[src/rtl/arb_pkg.sv]
// Shared constants, FSM state and registered-output bundle for the 8-way round-robin mux arbiter.
package arb_pkg;
  localparam int NUM_REQ      = 8;
  localparam int SEL_W        = 3;
  localparam int MAX_HOLD_DEF = 16;

  typedef enum logic {IDLE, OWN} state_t;

  typedef struct packed {
    logic [NUM_REQ-1:0] grant;
    logic [SEL_W-1:0]   select;
    logic               busy;
    logic               timeout;
  } arb_out_t;
endpackage

[src/rtl/mux_arbiter_rr_pick.sv]
// Combinational round-robin pick: rotate req so ptr lands at bit 0, take lowest set bit, un-rotate.
module rr_pick
  import arb_pkg::*;
(
  input  logic [NUM_REQ-1:0] req,
  input  logic [SEL_W-1:0]   ptr,
  output logic [SEL_W-1:0]   winner,
  output logic               found
);
  logic [NUM_REQ-1:0] rot;
  logic [SEL_W-1:0]   off;

  always_comb begin
    rot = NUM_REQ'({req, req} >> ptr);
    off = '0;
    for (int i = NUM_REQ-1; i >= 0; i--)
      if (rot[i]) off = SEL_W'(i);
    // 3-bit add wraps back into requester space
    winner = ptr + off;
    found  = |req;
  end
endmodule

[config.mk]
export PLATFORM = sky130hd
export DESIGN_NAME = rr_pick
export DESIGN_NICKNAME = d
export VERILOG_FILES = /design/src/rtl/arb_pkg.sv /design/src/rtl/mux_arbiter_rr_pick.sv
export SDC_FILE = /design/constraint.sdc
export NUM_CORES = 1
export LEC_CHECK = 0
export CAP_MARGIN = 30
export CORE_AREA = 5 5 42 44
export DETAILED_ROUTE_END_ITERATION = 6
export DIE_AREA = 0 0 47 49
export GPL_ROUTABILITY_DRIVEN = 0
export PLACE_DENSITY = 0.8
export SLEW_MARGIN = 10
export SYNTH_ARGS = -nofsm -noshare
export SYNTH_HDL_FRONTEND = slang
export SYNTH_SLANG_ARGS = --single-unit
[constraint.sdc]
create_clock -name vclk -period 11.3
set_input_delay 2.26 -clock vclk [all_inputs]
set_output_delay 2.26 -clock vclk [all_outputs]
set_load 0.005 [all_outputs]
==> summary.md, run 1 <==
| Metric | Value |
|---|---|
| Nets@finish | `77` |
| Total gr overflow | `0` |
| Post-Syn Area | `519.2 um^2` |
| Pin count of the biggest net entering global routing | `14` |
| Pre-antenna DRT Iters | `1` |
| Clock Buffer Count | `0` |
| Vias per std cell | `6.269` |
| FILL cells | `144` |
| Commonest non-fill, non-tap cell in the layout | `clkdlybuf4s50_1` |
| Total Power | `0.03520 mW` |
| Die Area | `2303 um^2` |
| Crit Path Category | `in -> out` |
| Hold crit path type | `in -> out` |
| # DRC | `0` |
| Status | `finished, final reports clean` |
| Hold path depth | `4` |
| Final worst path period share | `73.30%` |
| Final hold vios | `0` |
| Row count | `14` |
| FF/Latch Area | `0 um^2` |
| Vias in the first global route | `500` |
| Yosys warning count | `0` |
| WL/cell | `16.24 um` |
| Max-slew headroom | `67.90%` |
| Maximum vdd ir drop | `0.02591 mV` |
| Num sequential | `0` |
| Maxcap violations | `0` |
| Drt initial violations | `0` |
| Pins Over Slew Limit | `0` |
| Die Width | `47 um` |
| Area Overhead vs Synth | `28.67%` |
| Core ar. | `1401 um^2` |
| DRT antenna net count | `0` |
| Initial antenna violation count | `0` |
| Top cell type's share of synthesized area | `35.42%` |
| Startpoint Class | `input pin` |
| Global-route wire length before repair | `2194 um` |
| Ratio of cells with drive above 1 in the final layout | `9.677%` |
| CP delay by family, top | `buffers and inverters` |
| Post-DP HPWL | `1026 um` |
| Req. time, crit path | `9040 ps` |
| Hold EP | `found` |
| Synth area leaders | `mux4_1 35%, mux2i_1 9.6%, mux2_2 6.5%` |
| Hold buffers post-CTS | `0` |
| Post-synth top area cell | `mux4_1` |
| Fmax | `120.7 MHz` |
| CTS resizes | `0` |
| WL final | `1267 um` |
| Critical path data arrival time | `6020 ps` |
| Leakage power total | `0.2700 nW` |
| Highest net fanout along the worst path | `11` |
| HP Start | `req[1]` |
| WP buf/inv | `3` |
| Synthesized Nets | `63` |
| Power Dens Cells | `52.68 nW/um^2` |
| GRT Util Overall | `11.87%` |
| Diodes inserted | `0` |
| CP max-delay cell | `clkdlybuf4s50_1` |
| Mean area per synthesized cell | `10.38 um^2` |
| Vias post-DR | `489` |
| Sequential element share of the synthesized area | `0%` |
| Vert. Die Dim | `49 um` |
| Initial Utilization | `37.05%` |
| Commonest cells after routing, fill and taps aside | `15 x clkdlybuf4s50_1, 7 x mux4_1, 5 x inv_1, 5 x mux2i_1, 5 x nand2_1` |
| Worst hold margin | `5674 ps` |
| I/O Pins | `15` |
| Setup violations, final | `0` |
| Cell count after synthesis | `50` |
| # Post-CTS Setup Buffers | `0` |
| Worst path max stage delay | `770 ps` |
| Post-synth cell types | `26` |
| Actual slew at the worst max-slew pin | `480.0 ps` |
| Worst-path cell chain | `clkdlybuf4s50_1, mux4_1, mux2i_1, o311ai_0, a21bo_2, a31oi_1, ha_1, inv_1, fa_1, xnor2_1, xnor2_1, clkdlybuf4s50_1` |
| RSZ-0062 raised after global routing | `false` |
| Worst Setup End Kind | `primary output` |
| Setup TNS | `0 ps` |
| Port Buffer Count | `15` |
| Period minus WS final | `8283 ps` |
[cells in the mapped netlist (2+ instances only)]
cell,count
inv_1,5
mux2_2,3
nor4_1,2
mux4_1,7
nand2_1,5
xnor2_1,2
buf_2,2
o211ai_1,2
mux2i_1,5
[cell type report]
type               instances  area, um^2  area share, %
repair buffers            15       150.1          22.47
multi-input cells         42       479.2          71.72
inverters                  5       18.77          2.809
well taps                 16       20.02          2.996
[metal layers]
layer / GRT usage (%) / share of wire [%] / up-vias
met1: 15.84 / 43 / 242
met5: 0 / 0 / -
met4: 1.382 / 0 / 0
met3: 1.107 / 5.0 / 0
met2: 20.59 / 52 / 13
li1: - / - / 234
[per-stage QoR]
step	setup WS, ps	cells	area, um^2	utilization, %
floorplan	4492	50	519.2	-
CTS	3004	78	668.1	47.68
global placement	3233	78	668.1	47.68
global route	2797	78	668.1	47.68
finish	3017	78	668.1	47.68
detailed placement	3022	78	668.1	47.68
[how the worst max path moves through the flow]
stage                     startpoint        end  slack [ps]  cells past startpoint
final                         ptr[0]  winner[2]        3020                     12
after global routing          ptr[1]  winner[2]        2800                     12
after CTS                     ptr[0]  winner[2]        3000                     12
after detailed placement      ptr[0]  winner[2]        3020                     12
after global placement        ptr[1]  winner[2]        3230                     12
after floorplan               ptr[0]  winner[2]        4490                     11
[logic make-up (layout without fill, tap and decap cells)]
| group | after synthesis | after routing | share of synthesized area [%] |
|---|---|---|---|
| muxes | 16 | 16 | 54.46 |
| AOI/OAI and AO/OA | 11 | 11 | 17.83 |
| and+or+nand+nor | 11 | 11 | 10.36 |
| buffers and inverters | 8 | 20 | 7.711 |
| adders and majority gates | 2 | 2 | 6.265 |
| xor gates and xnor gates | 2 | 2 | 3.374 |
[report_power, final]
part	leakage [nW]	total [mW]	internal, mW	switching, mW
registers	0	0	0	0
logic	0.270	0.0352	0.0200	0.0152
clock network	0	0	0	0
Power figures use the tool's default switching activity.
==> run 2, diff against run 1 <==
Settings changed: PLACE_DENSITY 0.8 to 0.82.
Clock period 11.3 ns to 7.6 ns, I/O delays scaled along.
==> summary.md, run 2 (synthesized netlist as in run 1, its figures left out) <==
| Metric | Value |
|---|---|
| Worst Setup End Kind | `primary output` |
| Final worst slack | `870.2 ps` |
| DP Area | `668.1 um^2` |
| Area Overhead vs Synth | `28.67%` |
| Initial antenna violation count | `0` |
| Diodes inserted | `0` |
| Startpoint Class | `input pin` |
| Worst hold margin | `4195 ps` |
| Global-route wire length before repair | `2035 um` |
| Vert. Die Dim | `49 um` |
| Pre-antenna DRT Iters | `2` |
| Vias post-DR | `465` |
| Initial Utilization | `37.05%` |
| Req. time, crit path | `6080 ps` |
| Commonest cells after routing, fill and taps aside | `15 x clkdlybuf4s50_1, 7 x mux4_1, 5 x inv_1, 5 x mux2i_1, 5 x nand2_1` |
| Core ar. | `1401 um^2` |
| Post-DP HPWL | `947.8 um` |
| Actual slew at the worst max-slew pin | `476.4 ps` |
| CTS resizes | `0` |
| Worst Setup SP | `ptr[1]` |
| Final worst path period share | `88.55%` |
| RSZ-0062 raised after global routing | `false` |
| WL/cell | `14.60 um` |
| Vias per std cell | `5.962` |
| Design area | `668.1 um^2` |
| Ratio of cells with drive above 1 in the final layout | `9.677%` |
| Setup violations, final | `0` |
| I/O Pins | `15` |
| HP Start | `req[1]` |
| Maximum vdd ir drop | `0.03037 mV` |
| DRT antenna net count | `0` |
| Maxcap violations | `0` |
| Power Dens Cells | `76.27 nW/um^2` |
| Drt initial violations | `9` |
| Pin count of the biggest net entering global routing | `14` |
| Period minus WS final | `6730 ps` |
| Hold path depth | `4` |
| Pins Over Slew Limit | `0` |
| WL final | `1139 um` |
| Commonest non-fill, non-tap cell in the layout | `clkdlybuf4s50_1` |
| Total gr overflow | `0` |
| Die Area | `2303 um^2` |
| Max-slew headroom | `68.14%` |
| FILL cells | `132` |
| Hold crit path type | `in -> out` |
| # Post-CTS Setup Buffers | `0` |
| Row count | `14` |
| Hold buffers post-CTS | `0` |
| Nets@finish | `77` |
| Vias in the first global route | `476` |
| Fmax | `148.6 MHz` |
| Utilization after layout | `47.68%` |
| Num sequential | `0` |
| Place WS | `836.4 ps` |
| Crit Path Category | `in -> out` |
| Die Width | `47 um` |
| GRT Util Overall | `11.02%` |
| Status | `finished, final reports clean` |
| Highest net fanout along the worst path | `13` |
| # DRC | `0` |
| Clock Buffer Count | `0` |
| Final hold vios | `0` |
| Leakage power total | `0.2700 nW` |
| Port Buffer Count | `15` |
| FF/Latch Area | `0 um^2` |
| Setup TNS | `0 ps` |
| Critical path data arrival time | `5210 ps` |
run 2: cell counts in the layout (fill, tap and decap cells not counted):
No cell type changed its count.
run 2: worst max-delay path, stage by stage:
cell,delay [ps]
clkdlybuf4s50_1,760
mux4_1,650
mux2i_1,240
o311ai_0,200
a21bo_2,250
a31oi_1,180
ha_1,160
inv_1,50
fa_1,370
xnor2_1,170
xnor2_1,130
clkdlybuf4s50_1,520
run 2: metal layers:
metal	global-route usage, %	share of wire (%)	wire length [um]
met1	14.93	43	493
met2	20.14	53	602
met3	0	3.8	43
met4	0	0	0
met5	0	0	0
run 2: final timing paths:
| kind | to | slack, ps |
|---|---|---|
| worst min-delay path | found | 4200 |
| worst max-delay path | winner[2] | 870 |
run 2: layout make-up:
type               count  area [um^2]  share of cell area [%]
inverters              5        18.77                   2.809
multi-input cells     42        479.2                   71.72
well taps             16        20.02                   2.996
repair buffers        15        150.1                   22.47
run 2: where the power goes:
group / internal (mW) / switching, mW
logic: 0.0297 / 0.0213
registers: 0 / 0
clock network: 0 / 0
total: 0.0297 / 0.0213
run 2: stage by stage:
| stage | power, mW | instances |
|---|---|---|
| after detailed placement | 0.05112 | 78 |
| after global placement | 0.04988 | 78 |
| after global routing | 0.05646 | 78 |
| final | 0.05096 | 78 |
| after CTS | 0.05141 | 78 |
| after floorplan | 0.03135 | 50 |
==> run 3, diff against run 2 <==
Settings changed: SLEW_MARGIN 10 to default.
==> results of run 3 <==
No change in the layout: final DEF, timing and power equal those of run 2.
